File: config.mk
export PLATFORM = sky130hd
export DESIGN_NAME = sound_player
export DESIGN_NICKNAME = d
export VERILOG_FILES = /design/src/rtl/snd_pkg.sv /design/src/rtl/snd_fifo.sv /design/src/rtl/sound_player.sv
export SDC_FILE = /design/constraint.sdc
export NUM_CORES = 1
export LEC_CHECK = 0
export ABC_AREA = 0
export BUFFER_PORTS_ARGS = -buffer_cell sky130_fd_sc_hd__buf_2
export CORE_ASPECT_RATIO = 1.5
export CORE_MARGIN = 2
export CORE_UTILIZATION = 45
export CTS_CLUSTER_SIZE = 20
export DETAILED_ROUTE_END_ITERATION = 16
export SLEW_MARGIN = 20
export SYNTH_ARGS = -nofsm -noshare
export SYNTH_HDL_FRONTEND = slang
export SYNTH_HIERARCHICAL = 1
export SYNTH_SLANG_ARGS = --single-unit
File: constraint.sdc
create_clock -name clk -period 4.5 [get_ports clk]
set_clock_uncertainty 0.2 [all_clocks]
set_input_delay 0 -clock clk [delete_from_list [all_inputs] [get_ports clk]]
set_output_delay 0 -clock clk [all_outputs]
set_load 0.05 [all_outputs]
File: src/rtl/snd_pkg.sv
// ---------------------------------------------------------------------------
// snd_pkg
// Shared definitions for the sound player: player state encoding, the
// half-period table for the twelve tone codes and the rest classifier.
// ---------------------------------------------------------------------------
package snd_pkg;

    localparam int CODE_W = 4;
    localparam int HALF_W = 16;

    typedef enum logic [1:0] {
        IDLE = 2'd0,
        NOTE = 2'd1,
        GAP  = 2'd2
    } snd_st_t;

    // Half-period in clk cycles at 50 MHz, round(50e6 / (2 * f)).
    // Codes 1..12 are C5..B5 chromatic; rest codes hold 0.
    localparam logic [HALF_W-1:0] HALF_TBL [0:15] = '{
        16'd0,
        16'd47778, 16'd45097, 16'd42566, 16'd40177, 16'd37922, 16'd35793,
        16'd33784, 16'd31888, 16'd30098, 16'd28409, 16'd26815, 16'd25310,
        16'd0,     16'd0,     16'd0
    };

    // Codes 0 and 13..15 play silence for a full note length.
    function automatic logic is_rest(input logic [CODE_W-1:0] code);
        return (code == '0) || (code > 4'd12);
    endfunction

endpackage

File: src/rtl/snd_fifo.sv
// ---------------------------------------------------------------------------
// snd_fifo
// Circular-buffer FIFO with first-word fall-through output.
//   clk, resetN : clock, asynchronous active-low reset
//   push, din   : write request and data (ignored while full)
//   pop         : read request (ignored while empty), advances the head
//   clr         : synchronous flush, wins over push and pop
//   dout        : current head entry
//   full, empty : occupancy flags, decoded from the registered count
// ---------------------------------------------------------------------------
module snd_fifo #(
    parameter int DEPTH = 4,
    parameter int WIDTH = 4
) (
    input  logic             clk,
    input  logic             resetN,
    input  logic             push,
    input  logic             pop,
    input  logic             clr,
    input  logic [WIDTH-1:0] din,
    output logic [WIDTH-1:0] dout,
    output logic             full,
    output logic             empty
);

    localparam int PTR_W = (DEPTH > 1) ? $clog2(DEPTH) : 1;
    localparam int CNT_W = PTR_W + 1;

    logic [WIDTH-1:0] r_mem [DEPTH];
    logic [PTR_W-1:0] r_wr_ptr;
    logic [PTR_W-1:0] r_rd_ptr;
    logic [CNT_W-1:0] r_count;

    logic w_push_ok;
    logic w_pop_ok;

    assign full      = (r_count == CNT_W'(DEPTH));
    assign empty     = (r_count == '0);
    assign w_push_ok = push && !full;
    assign w_pop_ok  = pop && !empty;
    assign dout      = r_mem[r_rd_ptr];

    // NOTE: non-blocking assignments in clocked blocks so every register
    // samples the pre-edge values of the others, regardless of statement order.
    always_ff @(posedge clk or negedge resetN) begin
        if (!resetN) begin
            r_wr_ptr <= '0;
            r_rd_ptr <= '0;
            r_count  <= '0;
        end else if (clr) begin
            r_wr_ptr <= '0;
            r_rd_ptr <= '0;
            r_count  <= '0;
        end else begin
            if (w_push_ok) r_wr_ptr <= r_wr_ptr + PTR_W'(1);
            if (w_pop_ok)  r_rd_ptr <= r_rd_ptr + PTR_W'(1);
            // Simultaneous push and pop leaves the occupancy unchanged.
            case ({w_push_ok, w_pop_ok})
                2'b10:   r_count <= r_count + CNT_W'(1);
                2'b01:   r_count <= r_count - CNT_W'(1);
                default: r_count <= r_count;
            endcase
        end
    end

    // NOTE: the storage array has no reset; slots outside the pointer window
    // are never observed, and leaving them unreset keeps them plain RAM.
    always_ff @(posedge clk) begin
        if (w_push_ok && !clr) r_mem[r_wr_ptr] <= din;
    end

endmodule

File: src/rtl/sound_player.sv
// ---------------------------------------------------------------------------
// sound_player
// Queues 4-bit note codes and plays each as a square wave for NOTE_LEN
// cycles followed by GAP_LEN cycles of silence.
//   clk, resetN : 50 MHz clock, asynchronous active-low reset
//   sndCode     : note code (0, 13..15 rest; 1..12 C5..B5)
//   sndVld      : sndCode valid; accepted when sndRdy is high
//   sndRdy      : FIFO has room (combinational from registers)
//   sndClr      : synchronous flush of queue and current note/gap
//   audOut      : registered square-wave output
//   busy        : player active or queue non-empty (combinational)
//   noteNow     : registered code being played, 0 in IDLE and GAP
// ---------------------------------------------------------------------------
module sound_player
    import snd_pkg::*;
#(
    parameter int NOTE_LEN   = 12_500_000,
    parameter int GAP_LEN    = 1_250_000,
    parameter int FIFO_DEPTH = 4
) (
    input  logic              clk,
    input  logic              resetN,
    input  logic [CODE_W-1:0] sndCode,
    input  logic              sndVld,
    output logic              sndRdy,
    input  logic              sndClr,
    output logic              audOut,
    output logic              busy,
    output logic [CODE_W-1:0] noteNow
);

    localparam int DUR_MAX = (NOTE_LEN > GAP_LEN) ? NOTE_LEN : GAP_LEN;
    localparam int DUR_W   = (DUR_MAX > 1) ? $clog2(DUR_MAX) : 1;

    localparam logic [DUR_W-1:0] NOTE_LOAD = DUR_W'(NOTE_LEN - 1);
    localparam logic [DUR_W-1:0] GAP_LOAD  = DUR_W'(GAP_LEN - 1);

    snd_st_t r_state;
    snd_st_t w_state_nxt;

    logic              w_pop;
    logic [CODE_W-1:0] w_fifo_dout;
    logic              w_fifo_full;
    logic              w_fifo_empty;

    logic [HALF_W-1:0] r_half_cnt;
    logic [DUR_W-1:0]  r_dur_cnt;
    logic              r_aud;
    logic [CODE_W-1:0] r_note;

    logic [HALF_W-1:0] w_half_nxt;
    logic [DUR_W-1:0]  w_dur_nxt;
    logic              w_aud_nxt;
    logic [CODE_W-1:0] w_note_nxt;

    snd_fifo #(
        .DEPTH (FIFO_DEPTH),
        .WIDTH (CODE_W)
    ) u_fifo (
        .clk    (clk),
        .resetN (resetN),
        .push   (sndVld),
        .pop    (w_pop),
        .clr    (sndClr),
        .din    (sndCode),
        .dout   (w_fifo_dout),
        .full   (w_fifo_full),
        .empty  (w_fifo_empty)
    );

    // ---------------- state register ----------------
    always_ff @(posedge clk or negedge resetN) begin
        if (!resetN) r_state <= IDLE;
        else         r_state <= w_state_nxt;
    end

    // ---------------- next state / pop decision ----------------
    // A pop always coincides with entering NOTE, so it doubles as the
    // "load a new note" strobe for the datapath below.
    // NOTE: every signal assigned in an always_comb gets a default first so
    // no path leaves it unassigned and no latch is inferred.
    always_comb begin
        w_state_nxt = r_state;
        w_pop       = 1'b0;
        if (sndClr) begin
            w_state_nxt = IDLE;
        end else begin
            case (r_state)
                IDLE: begin
                    if (!w_fifo_empty) begin
                        w_pop       = 1'b1;
                        w_state_nxt = NOTE;
                    end
                end
                NOTE: begin
                    if (r_dur_cnt == '0) w_state_nxt = GAP;
                end
                GAP: begin
                    if (r_dur_cnt == '0) begin
                        // Chain straight into the next note with no IDLE cycle.
                        if (!w_fifo_empty) begin
                            w_pop       = 1'b1;
                            w_state_nxt = NOTE;
                        end else begin
                            w_state_nxt = IDLE;
                        end
                    end
                end
                default: w_state_nxt = IDLE;
            endcase
        end
    end

    // ---------------- output / datapath next values ----------------
    always_comb begin
        w_half_nxt = r_half_cnt;
        w_dur_nxt  = r_dur_cnt;
        w_aud_nxt  = r_aud;
        w_note_nxt = r_note;
        if (sndClr) begin
            w_half_nxt = '0;
            w_dur_nxt  = '0;
            w_aud_nxt  = 1'b0;
            w_note_nxt = '0;
        end else if (w_pop) begin
            // Rest codes load a don't-care half count; NOTE never uses it.
            w_half_nxt = HALF_TBL[w_fifo_dout] - HALF_W'(1);
            w_dur_nxt  = NOTE_LOAD;
            w_aud_nxt  = 1'b0;
            w_note_nxt = w_fifo_dout;
        end else begin
            case (r_state)
                IDLE: begin
                    w_aud_nxt  = 1'b0;
                    w_note_nxt = '0;
                end
                NOTE: begin
                    if (r_dur_cnt == '0) begin
                        // Cut the wave wherever it is; the gap starts low.
                        w_aud_nxt  = 1'b0;
                        w_dur_nxt  = GAP_LOAD;
                        w_note_nxt = '0;
                    end else begin
                        w_dur_nxt = r_dur_cnt - DUR_W'(1);
                        if (is_rest(r_note)) begin
                            w_aud_nxt = 1'b0;
                        end else if (r_half_cnt == '0) begin
                            w_half_nxt = HALF_TBL[r_note] - HALF_W'(1);
                            w_aud_nxt  = !r_aud;
                        end else begin
                            w_half_nxt = r_half_cnt - HALF_W'(1);
                        end
                    end
                end
                GAP: begin
                    w_aud_nxt = 1'b0;
                    // Saturate at 0 when falling back to IDLE.
                    if (r_dur_cnt != '0) w_dur_nxt = r_dur_cnt - DUR_W'(1);
                end
                default: begin
                    w_aud_nxt  = 1'b0;
                    w_note_nxt = '0;
                end
            endcase
        end
    end

    always_ff @(posedge clk or negedge resetN) begin
        if (!resetN) begin
            r_half_cnt <= '0;
            r_dur_cnt  <= '0;
            r_aud      <= 1'b0;
            r_note     <= '0;
        end else begin
            r_half_cnt <= w_half_nxt;
            r_dur_cnt  <= w_dur_nxt;
            r_aud      <= w_aud_nxt;
            r_note     <= w_note_nxt;
        end
    end

    assign sndRdy  = !w_fifo_full;
    assign busy    = (r_state != IDLE) || !w_fifo_empty;
    assign audOut  = r_aud;
    assign noteNow = r_note;

endmodule

==> results.md <==
* Hold Crit Class: input port to async pin
* Die width at between 90 and 100 um
* Area growth syn-to-layout at 10.42%
* Hpwl dp at between 10000 and 15000 um
* # H-tree levels at 3
* R2R depth at 13
* Vias post-DR at 4622
* Yosys top cell by area: dfrtp_1
* Total GRT Usage at 24.09%
* Worst skew pair latency at between 300 and 400 ps
* Nets at 625
* Worst reg2reg path startpoint: u_fifo/r_rd_ptr[0]$_DFFE_PN0P_
* DR top layer: met4
* #FFs+latches synth at 70
* Pre-Repair DR Iteration Count at 5
* Largest net degree at the start of global routing at between 50 and 60
* Count of final hold-check violations at 0
* Total power at 0.003363 W
* Pins over their slew limit at 0
* R2R Setup Slk at 250 ps
* Final setup viols at 0
* Initial antenna violation count at 0
* Final worst path period share at 94.51%
* Top cells by area, synth: dfrtp_1, edfxtp_1, ha_1
* Metal-1 WL at 5606 um
* Post-Route WL at 14250 um
* Max-cap violations at 0
* RePlAce Congestion at ~0.95
* CTS Sinks at 70
* Post-Synthesis Cells at around 580
* Synth top cells by count: dfrtp_1, a21oi_1, nor2_1
* Share of cells above drive strength 1 at 15.60%
* CTS tree: done
* Synth Net Count at between 600 and 700
* Worst-Margin Slew at 853.3 ps
* CTS Buf Count at 9
* Die area at 0.01256 mm^2
* Vias in the first global route at around 4700
* Core ar. at 0.01147 mm^2
* DRT antenna net count at 0
* TNS Setup at 0 ps
* PostCTS Resize Cnt at 0
* Leakage power at 2.345 nW
* Total gr overflow at 0
* Met2 WL at between 7000 and 8000 um
* Residual DRC count at 0
* Syn Area/Cell at 9.095 um^2
* Clock Tree Root: clkbuf_16
* Tmin final at between 4000 and 5000 ps
* Row cnt at 48
* Critical Path End Type: flop
* Relative slew margins at 43.11%
* Global-route wire length before repair at 23610 um
* # IOs at 15
* Initial DRC count at roughly 260
* Crit Path Category: flop to flop
* Main synth FF type: dfrtp_1
* DR WL met3 at 540 um
* Crit path DAT at 4280 ps
* Vias/cell at 6.196
* Yosys Warn Count at 6
* Synth unique cells at 83
* Capture point of the worst reg-to-reg path: r_half_cnt[15]$_DFFE_PN0P_
* Type of origin of the critical path: flop
* Clock Tree Buf Depth at 2
* Wirelength per Cell at between 15 and 20 um
* Maximum fanout along the worst path at 8
* Post-synth EDFFs at 16
* Worst Path Required at around 4500 ps
* Share of the synthesized area in the top cell type at 25.75%
* RSZ-0062 raised after global routing: no
* Post-synth ARST share at 77.14%
* Fmax at ~240 MHz
* Outcome: finished clean
* Most frequent cell after synthesis: dfrtp_1
* CTS clk-pin slew, worst paths at 60 ps
* Max VDD drop at about 260 uV
* Initial Util at 45.75%
* DIE HEIGHT at 136.3 um
* Register area share after synthesis at 34.91%
* P per Cell Area at about 580 mW/mm^2
* Antenna diodes at 0
* Filler cells at 1087
* PortBufs at 14
* Mapped cell area at 0.005248 mm^2
[layer usage]
| layer | global-route usage (%) | vias up |
|---|---|---|
| li1 | - | 2189 |
| met1 | 27.52 | 2263 |
| met2 | 43.95 | 134 |
| met3 | 3.326 | 36 |
| met4 | 11.61 | 0 |
| met5 | 0 | - |
[how the worst max path moves through the flow]
| stage | depth (start not counted) | start | to | slack, ps |
|---|---|---|---|---|
| 3_5_place_dp | 13 | u_fifo/r_rd_ptr[0]$_DFFE_PN0P_ | r_half_cnt[15]$_DFFE_PN0P_ | 260 |
| 6_report | 13 | u_fifo/r_rd_ptr[0]$_DFFE_PN0P_ | r_half_cnt[15]$_DFFE_PN0P_ | 250 |
| 3_3_place_gp | 13 | u_fifo/r_rd_ptr[0]$_DFFE_PN0P_ | r_half_cnt[15]$_DFFE_PN0P_ | 360 |
| 4_1_cts | 13 | u_fifo/r_rd_ptr[0]$_DFFE_PN0P_ | r_half_cnt[15]$_DFFE_PN0P_ | 230 |
| 2_1_floorplan | 17 | r_dur_cnt[20]$_DFFE_PN0P_ | r_half_cnt[14]$_DFFE_PN0P_ | 300 |
| 5_1_grt | 13 | u_fifo/r_rd_ptr[0]$_DFFE_PN0P_ | r_half_cnt[15]$_DFFE_PN0P_ | 10 |
[cell type report]
type | count | area [um^2] | area share [%]
multi-input combinational | 451 | 3153 | 54.42
clock inverter | 7 | 41.29 | 0.7126
inverter | 22 | 95.09 | 1.641
tap | 150 | 187.7 | 3.239
timing repair buffer | 37 | 260.3 | 4.491
sequential | 70 | 1832 | 31.61
clock buffer | 9 | 225.2 | 3.887
[through the flow]
step | worst slack [ps] | util, % | cell area (um^2) | hold slack [ps] | std cells
floorplan | 298.1 | - | 5248 | -495.6 | 577
global placement | 358.8 | 47.58 | 5458 | -8.363 | 723
detailed placement | 259.5 | 47.58 | 5458 | -1.959 | 723
CTS | 234.2 | 50.51 | 5794 | 179.4 | 746
global route | 12.41 | 50.51 | 5794 | 219.0 | 746
finish | 247.1 | 50.51 | 5794 | 158.8 | 746
[placed cells by master (no fill, tap or decap), types with 10 or more instances in the layout]
master	instances
mux2i_1	11
buf_2	14
nand3_1	11
a22o_1	10
nor3_1	21
ha_1	25
o21ai_0	25
nand2_1	37
dfrtp_1	54
a31oi_1	18
o31ai_1	12
or4_1	10
a21oi_1	49
edfxtp_1	16
nor2_1	47
inv_1	19
buf_4	16
xnor2_1	13
[critical path, cell delays in order, from the launching register on]
cell and delay (ps):
dfrtp_1 530, mux4_2 630, inv_1 150, ha_1 230
inv_1 80, ha_1 170, or2_2 280, a21oi_1 220
or2b_1 260, or4_1 420, o31ai_2 170, nand2_4 80
or4_1 470, a32o_1 250
[repair_timing]
item / CTS / global route
hold endpoints to repair: 75 / 0
buffers inserted: 0 / 0
hold buffers: 7 / 0
[sequential cells by signal (all words and copies together), names as in the netlist]
name	count
r_half_cnt	16
u_fifo/r_rd_ptr	2
r_dur_cnt	24
u_fifo/r_wr_ptr	2
audOut	1
u_fifo/r_count	3
r_state	2
noteNow	4
u_fifo/r_mem	16
[power by group]
group / switching (W) / internal, W
clock: 0.000272 / 0.000367
combinational: 0.00104 / 0.000699
sequential: 0.000195 / 0.000790
[cells by family (layout without fill, tap and decap cells)]
family | count (synthesis) | in the layout | share of synthesized area (%)
XOR/XNOR | 22 | 22 | 3.672
adder cells (fa/ha/maj) | 26 | 26 | 6.342
flip-flops | 70 | 70 | 34.91
AND/OR/NAND/NOR | 207 | 207 | 21.77
AO/OA/AOI/OAI | 175 | 175 | 22.65
buffers and inverters | 56 | 75 | 5.126
multiplexers | 21 | 21 | 5.532
Note: power is estimated with default switching activity, not from simulation.
